--- src/rtl/ripple_count_monitor.sv ---
// Glitch-filtering monitor for an external 4-bit ripple counter: synchronizes, debounces and tracks 15->0 wraps.
// Optional RCM_OVERRUN_EN: protect an unread snapshot and flag the overrun instead of overwriting it.
module ripple_count_monitor #(
    parameter int unsigned STABLE_N = 2
) (
    input  logic        CLOCK,
    input  logic        CLEAR,
    input  logic [3:0]  Q_IN,
    input  logic        RD,
    output logic [3:0]  COUNT,
    output logic [7:0]  WRAP_CNT,
    output logic        TC,
    output logic        VALID,
    output logic [11:0] SNAP,
    output logic        OVR
);

    localparam int unsigned CNT_W  = 4;
    localparam int unsigned WRAP_W = 8;
    localparam int unsigned SNAP_W = WRAP_W + CNT_W;
    localparam int unsigned RUN_W  = 3;

    localparam logic [RUN_W-1:0] RUN_ONE    = RUN_W'(1);
    localparam logic [RUN_W-1:0] RUN_MAX    = RUN_W'(7);
    localparam logic [RUN_W-1:0] STABLE_THR = RUN_W'(STABLE_N);
    localparam logic [CNT_W-1:0] CNT_TOP    = CNT_W'(15);
    localparam logic [CNT_W-1:0] CNT_ZERO   = CNT_W'(0);

    localparam logic [0:0] ST_INIT = 1'b0;
    localparam logic [0:0] ST_RUN  = 1'b1;

    logic [CNT_W-1:0]  s1_q, s2_q;
    logic [RUN_W-1:0]  run_q, run_d;
    logic [0:0]        state_q, state_d;
    logic [CNT_W-1:0]  count_q, count_d;
    logic [WRAP_W-1:0] wrap_q, wrap_d;
    logic              tc_q, tc_d;
    logic              valid_q, valid_d;
    logic [SNAP_W-1:0] snap_q, snap_d;
    logic [WRAP_W-1:0] wrap_inc_c;
    logic              accept_c;
    logic              wrap_c;

    // Run length of s2 holding its value; saturates so long stable periods keep qualifying.
    always_comb begin
        run_d = run_q;
        if (s1_q != s2_q) begin
            run_d = RUN_ONE;
        end else if (run_q != RUN_MAX) begin
            run_d = run_q + RUN_ONE;
        end
    end

    always_ff @(posedge CLOCK or posedge CLEAR) begin
        if (CLEAR) begin
            s1_q  <= '0;
            s2_q  <= '0;
            run_q <= '0;
        end else begin
            s1_q  <= Q_IN;
            s2_q  <= s1_q;
            run_q <= run_d;
        end
    end

    assign accept_c   = (run_q >= STABLE_THR) && (s2_q != count_q);
    assign wrap_c     = accept_c && (state_q == ST_RUN) && (count_q == CNT_TOP) && (s2_q == CNT_ZERO);
    assign wrap_inc_c = wrap_q + WRAP_W'(1);

    always_ff @(posedge CLOCK or posedge CLEAR) begin
        if (CLEAR) begin
            state_q <= ST_INIT;
        end else begin
            state_q <= state_d;
        end
    end

    // The first accepted value only seeds COUNT; wrap tracking starts from there.
    always_comb begin
        state_d = state_q;
        case (state_q)
            ST_INIT: if (accept_c) state_d = ST_RUN;
            ST_RUN:  state_d = ST_RUN;
            default: state_d = ST_INIT;
        endcase
    end

    always_comb begin
        count_d = count_q;
        wrap_d  = wrap_q;
        tc_d    = 1'b0;
        valid_d = valid_q;
        snap_d  = snap_q;
        if (accept_c) begin
            count_d = s2_q;
        end
        if (wrap_c) begin
            wrap_d  = wrap_inc_c;
            tc_d    = 1'b1;
            valid_d = 1'b1;
`ifdef RCM_OVERRUN_EN
            if (!valid_q || RD) begin
                snap_d = {wrap_inc_c, CNT_ZERO};
            end
`else
            snap_d = {wrap_inc_c, CNT_ZERO};
`endif
        end else if (RD && valid_q) begin
            valid_d = 1'b0;
        end
    end

    always_ff @(posedge CLOCK or posedge CLEAR) begin
        if (CLEAR) begin
            count_q <= '0;
            wrap_q  <= '0;
            tc_q    <= 1'b0;
            valid_q <= 1'b0;
            snap_q  <= '0;
        end else begin
            count_q <= count_d;
            wrap_q  <= wrap_d;
            tc_q    <= tc_d;
            valid_q <= valid_d;
            snap_q  <= snap_d;
        end
    end

`ifdef RCM_OVERRUN_EN
    logic ovr_q, ovr_d;

    // Sticky: a wrap landing on an unread, unacknowledged snapshot.
    always_comb begin
        ovr_d = ovr_q;
        if (wrap_c && valid_q && !RD) begin
            ovr_d = 1'b1;
        end
    end

    always_ff @(posedge CLOCK or posedge CLEAR) begin
        if (CLEAR) begin
            ovr_q <= 1'b0;
        end else begin
            ovr_q <= ovr_d;
        end
    end

    assign OVR = ovr_q;
`else
    assign OVR = 1'b0;
`endif

    assign COUNT    = count_q;
    assign WRAP_CNT = wrap_q;
    assign TC       = tc_q;
    assign VALID    = valid_q;
    assign SNAP     = snap_q;

endmodule

--- config.mk ---
export PLATFORM = sky130hd
export DESIGN_NAME = ripple_count_monitor
export DESIGN_NICKNAME = d
export VERILOG_FILES = /design/src/rtl/ripple_count_monitor.sv
export SDC_FILE = /design/constraint.sdc
export NUM_CORES = 1
export LEC_CHECK = 0
export CAP_MARGIN = 30
export CORE_MARGIN = 2
export CORE_UTILIZATION = 46
export DETAILED_ROUTE_END_ITERATION = 10
export PLACE_DENSITY = 0.77
export SLEW_MARGIN = 15
export SYNTH_ARGS = -nofsm -noshare
export SYNTH_HDL_FRONTEND = slang
export SYNTH_SLANG_ARGS = --single-unit
--- constraint.sdc ---
create_clock -name CLOCK -period 2 [get_ports CLOCK]
set_input_delay 0.5 -clock CLOCK [delete_from_list [all_inputs] [get_ports CLOCK]]
set_output_delay 0.5 -clock CLOCK [all_outputs]
set_load 0.05 [all_outputs]
==> flow_summary.toml <==
[critical_path]
path_delay_family = "buffers and inverters"
setup.worst_path.start = "VALID"
worstPathMaxFanout = 2
critical_path_depth = 1
worstSetupEndpoint = "VALID"
crit_path_max_incr_delay_ns = 0.53
path_class = "reg2out"
reg2reg_slack_ns = 0.31
path_cells = "dlygate4sd2_1"
crit_arrival_ns = 1.22
setup.worst_path.end_class = "output port"
r2r_cells = 5
r2r-start = "run_q[0]"
cp.required_ns = 1.50
r2r-end = "SNAP[5]"
cpMaxStageDelayCell = "dlygate4sd2_1"
critPathBufInv = 1
start_kind = "register"

[floorplanning]
start_util_pct = 48.7
die_area_um2 = 3050
die_w_um = 55.2
fp-row-count = 18
core-area_um2 = 2480
die_y_um = 55.2
ios = 34

[power_and_ir_drop]
swShare_pct = 32.9
internal_power_uw = 918
power_leakage_uw = 0.000732
ir_worst_vdd_mv = 0.810
seqPwrFrac_pct = 46.2
netSwitchingPower_uw = 450
clock_power_share_pct = 25.7
p_comb_share_pct = 28.1
power_density_nw_per_um2 = 948
power.total_uw = 1370

[grt]
grt_overflow = 0
grt_pass1_vias = 744
grtUsageTotal_pct = 13.0
grt_max_degree = 18
grt_pass1_wl_um = 3240
antenna_found_initial = 0

[synthesis]
synthAdderAreaFrac_pct = 4.15
synthMuxAreaShare_pct = 5.80
syn_area_um2 = 1210
yosys-top-cells-area = "dfrtp_1 54%, buf_4 8.1%, xnor2_1 7.3%, ha_1 4.1%, mux2_1 3.7%"
synth-seq-cells = 26
synth.top_cell.area_share_pct = 53.9
ys_top_cells_by_count = "26 x dfrtp_1, 13 x buf_4, 10 x xnor2_1"
yosys.area_share.simple_pct = 11.2
yosys_warnings = 0
yosysMostFrequentCell = "dfrtp_1"
synth_seq_area_share_pct = 53.9
synth-xor-area-share_pct = 8.70
synth-edff-count = 0
syn_inst = 97
synth_top_cell_by_area = "dfrtp_1"
async_flop_share_pct = 100
synth_top_family_by_area = "simple AND/OR/NAND/NOR gates"
syn_area_per_cell_um2 = 12.4
ys_types = 26
ys.flop_type = "dfrtp_1"
synth_compound_area_share_pct = 5.39

[placed_design]
dp_worst_setup_slack_ns = 0.337
place.gp.congestion = 0.668
place_inst = 146
dp_hpwl_um = 1490
port_buffers = 28

[min_path]
min_from = "s1_q[0]"
hold_path.class = "reg2reg"

[timing]
slew_headroom_pct = 66.7
post-route-min-period_ns = 1.72
period_share_pct = 85.9
setup-tns-final_ns = 0
final_hold_viol_count = 0
rsz0062_at_grt = "false"
slew_violations = 0
tightest_slew_ns = 0.498
finalSetupViolCount = 0
max_freq_ghz = 0.582
fin_ws_ns = 0.283
skew_ns = 0.00223

[run_status]
status = "finished clean"

[route]
drt_wl_total_um = 1860
drtPass1Iterations = 2
dr_total_vias = 737
drc = 0
antenna_left = 0
drt_iter0_markers = 8
routedWlPerCell_um = 12.4
via_per_inst = 4.91

[run]
max_cap_viol_count = 0

[finish]
area_growth_pct = 19.5
fin_cells = 150
num-nets-final = 132
ff_latch_area_um2 = 651
nFillCells = 214
diodes = 0
multi_input_area_um2 = 444
drive_above_1_share_pct = 24.2

[cts]
cts_tree = "yes"
ctsLongestPathBuffers = 2
cts_buffers = 3
clk_pin_slew_ns = 0.14
cts_root_buffer = "clkbuf_4"
clk_latency_ns = 0.31
cts.sinks = 26
htreeDepth = 1
holdBufCountCts = 0
==> how the worst min path moves through the flow <==
stage                         end  slack, ns  cells after the start
after floorplan           s2_q[0]       0.37                      0
after detailed placement  s2_q[1]       0.38                      0
after global routing      s2_q[1]       0.43                      0
final                     s2_q[0]       0.41                      0
after CTS                 s2_q[1]       0.41                      0
after global placement    s2_q[3]       0.38                      0
==> registers in the layout (all words and copies together) (netlist names) <==
register / flops
SNAP: 8
s1_q: 4
VALID: 1
COUNT: 4
TC: 1
state_q: 1
s2_q: 4
run_q: 3
==> per-layer routing <==
metal / vias to the layer above / share of wire, % / GRT usage (%)
met5: - / 0 / 0
met4: 0 / 0 / 3.14
met3: 0 / 3.5 / 2.81
met2: 18 / 53 / 24.1
met1: 364 / 44 / 15.1
li1: 355 / - / -
==> metrics by stage <==
stage	instance area [µm²]	util, %	hold slack [ns]
final	1440	58.2	0.411
after global routing	1440	58.2	0.427
after CTS	1440	58.1	0.413
after detailed placement	1390	56.1	0.381
after global placement	1390	56.1	0.379
after floorplan	1220	-	0.373
==> cell type report <==
cell class,instances,area share [%]
Timing Repair Buffer,29,16.6
Clock inverter,1,2.08
Multi-Input combinational cell,56,30.8
Tap cell,30,2.60
Inverter,5,1.30
Sequential cell,26,45.1
Clock buffer,3,1.56
==> power by group through the flow <==
stage	logic (µW)	registers [µW]	clock network, µW
after floorplan	148	779	0
after global placement	383	641	0
after detailed placement	390	642	0
after CTS	390	632	367
after global routing	406	647	383
final	385	632	352
==> repair_timing <==
item,4_1_cts,5_1_grt
endpoints found under the hold margin,0,0
setup endpoints to repair,1,1
buffers inserted,0,0
gates resized for setup,1,1
==> logic make-up (layout without fill, tap and decap cells) <==
group                    Yosys count  count (layout)
XOR/XNOR                          12              12
flip-flops                        26              26
buffers and inverters             19              38
AO/OA/AOI/OAI                      7               7
other                              1               5
adder cells (fa/ha/maj)            4               4
multiplexers                       6               6
AND/OR/NAND/NOR                   22              22
==> layout by cell type, fill, tap and decap left out, types with 3 or more instances in the layout <==
master	count
dfrtp_1	26
ha_1	4
nand2b_1	4
clkbuf_4	3
clkdlybuf4s50_1	6
a21oi_1	3
mux2_1	4
conb_1	5
nand4_1	6
buf_4	21
inv_1	5
xnor2_1	10
nor2_1	3
Note: power is estimated with default switching activity, not from simulation.
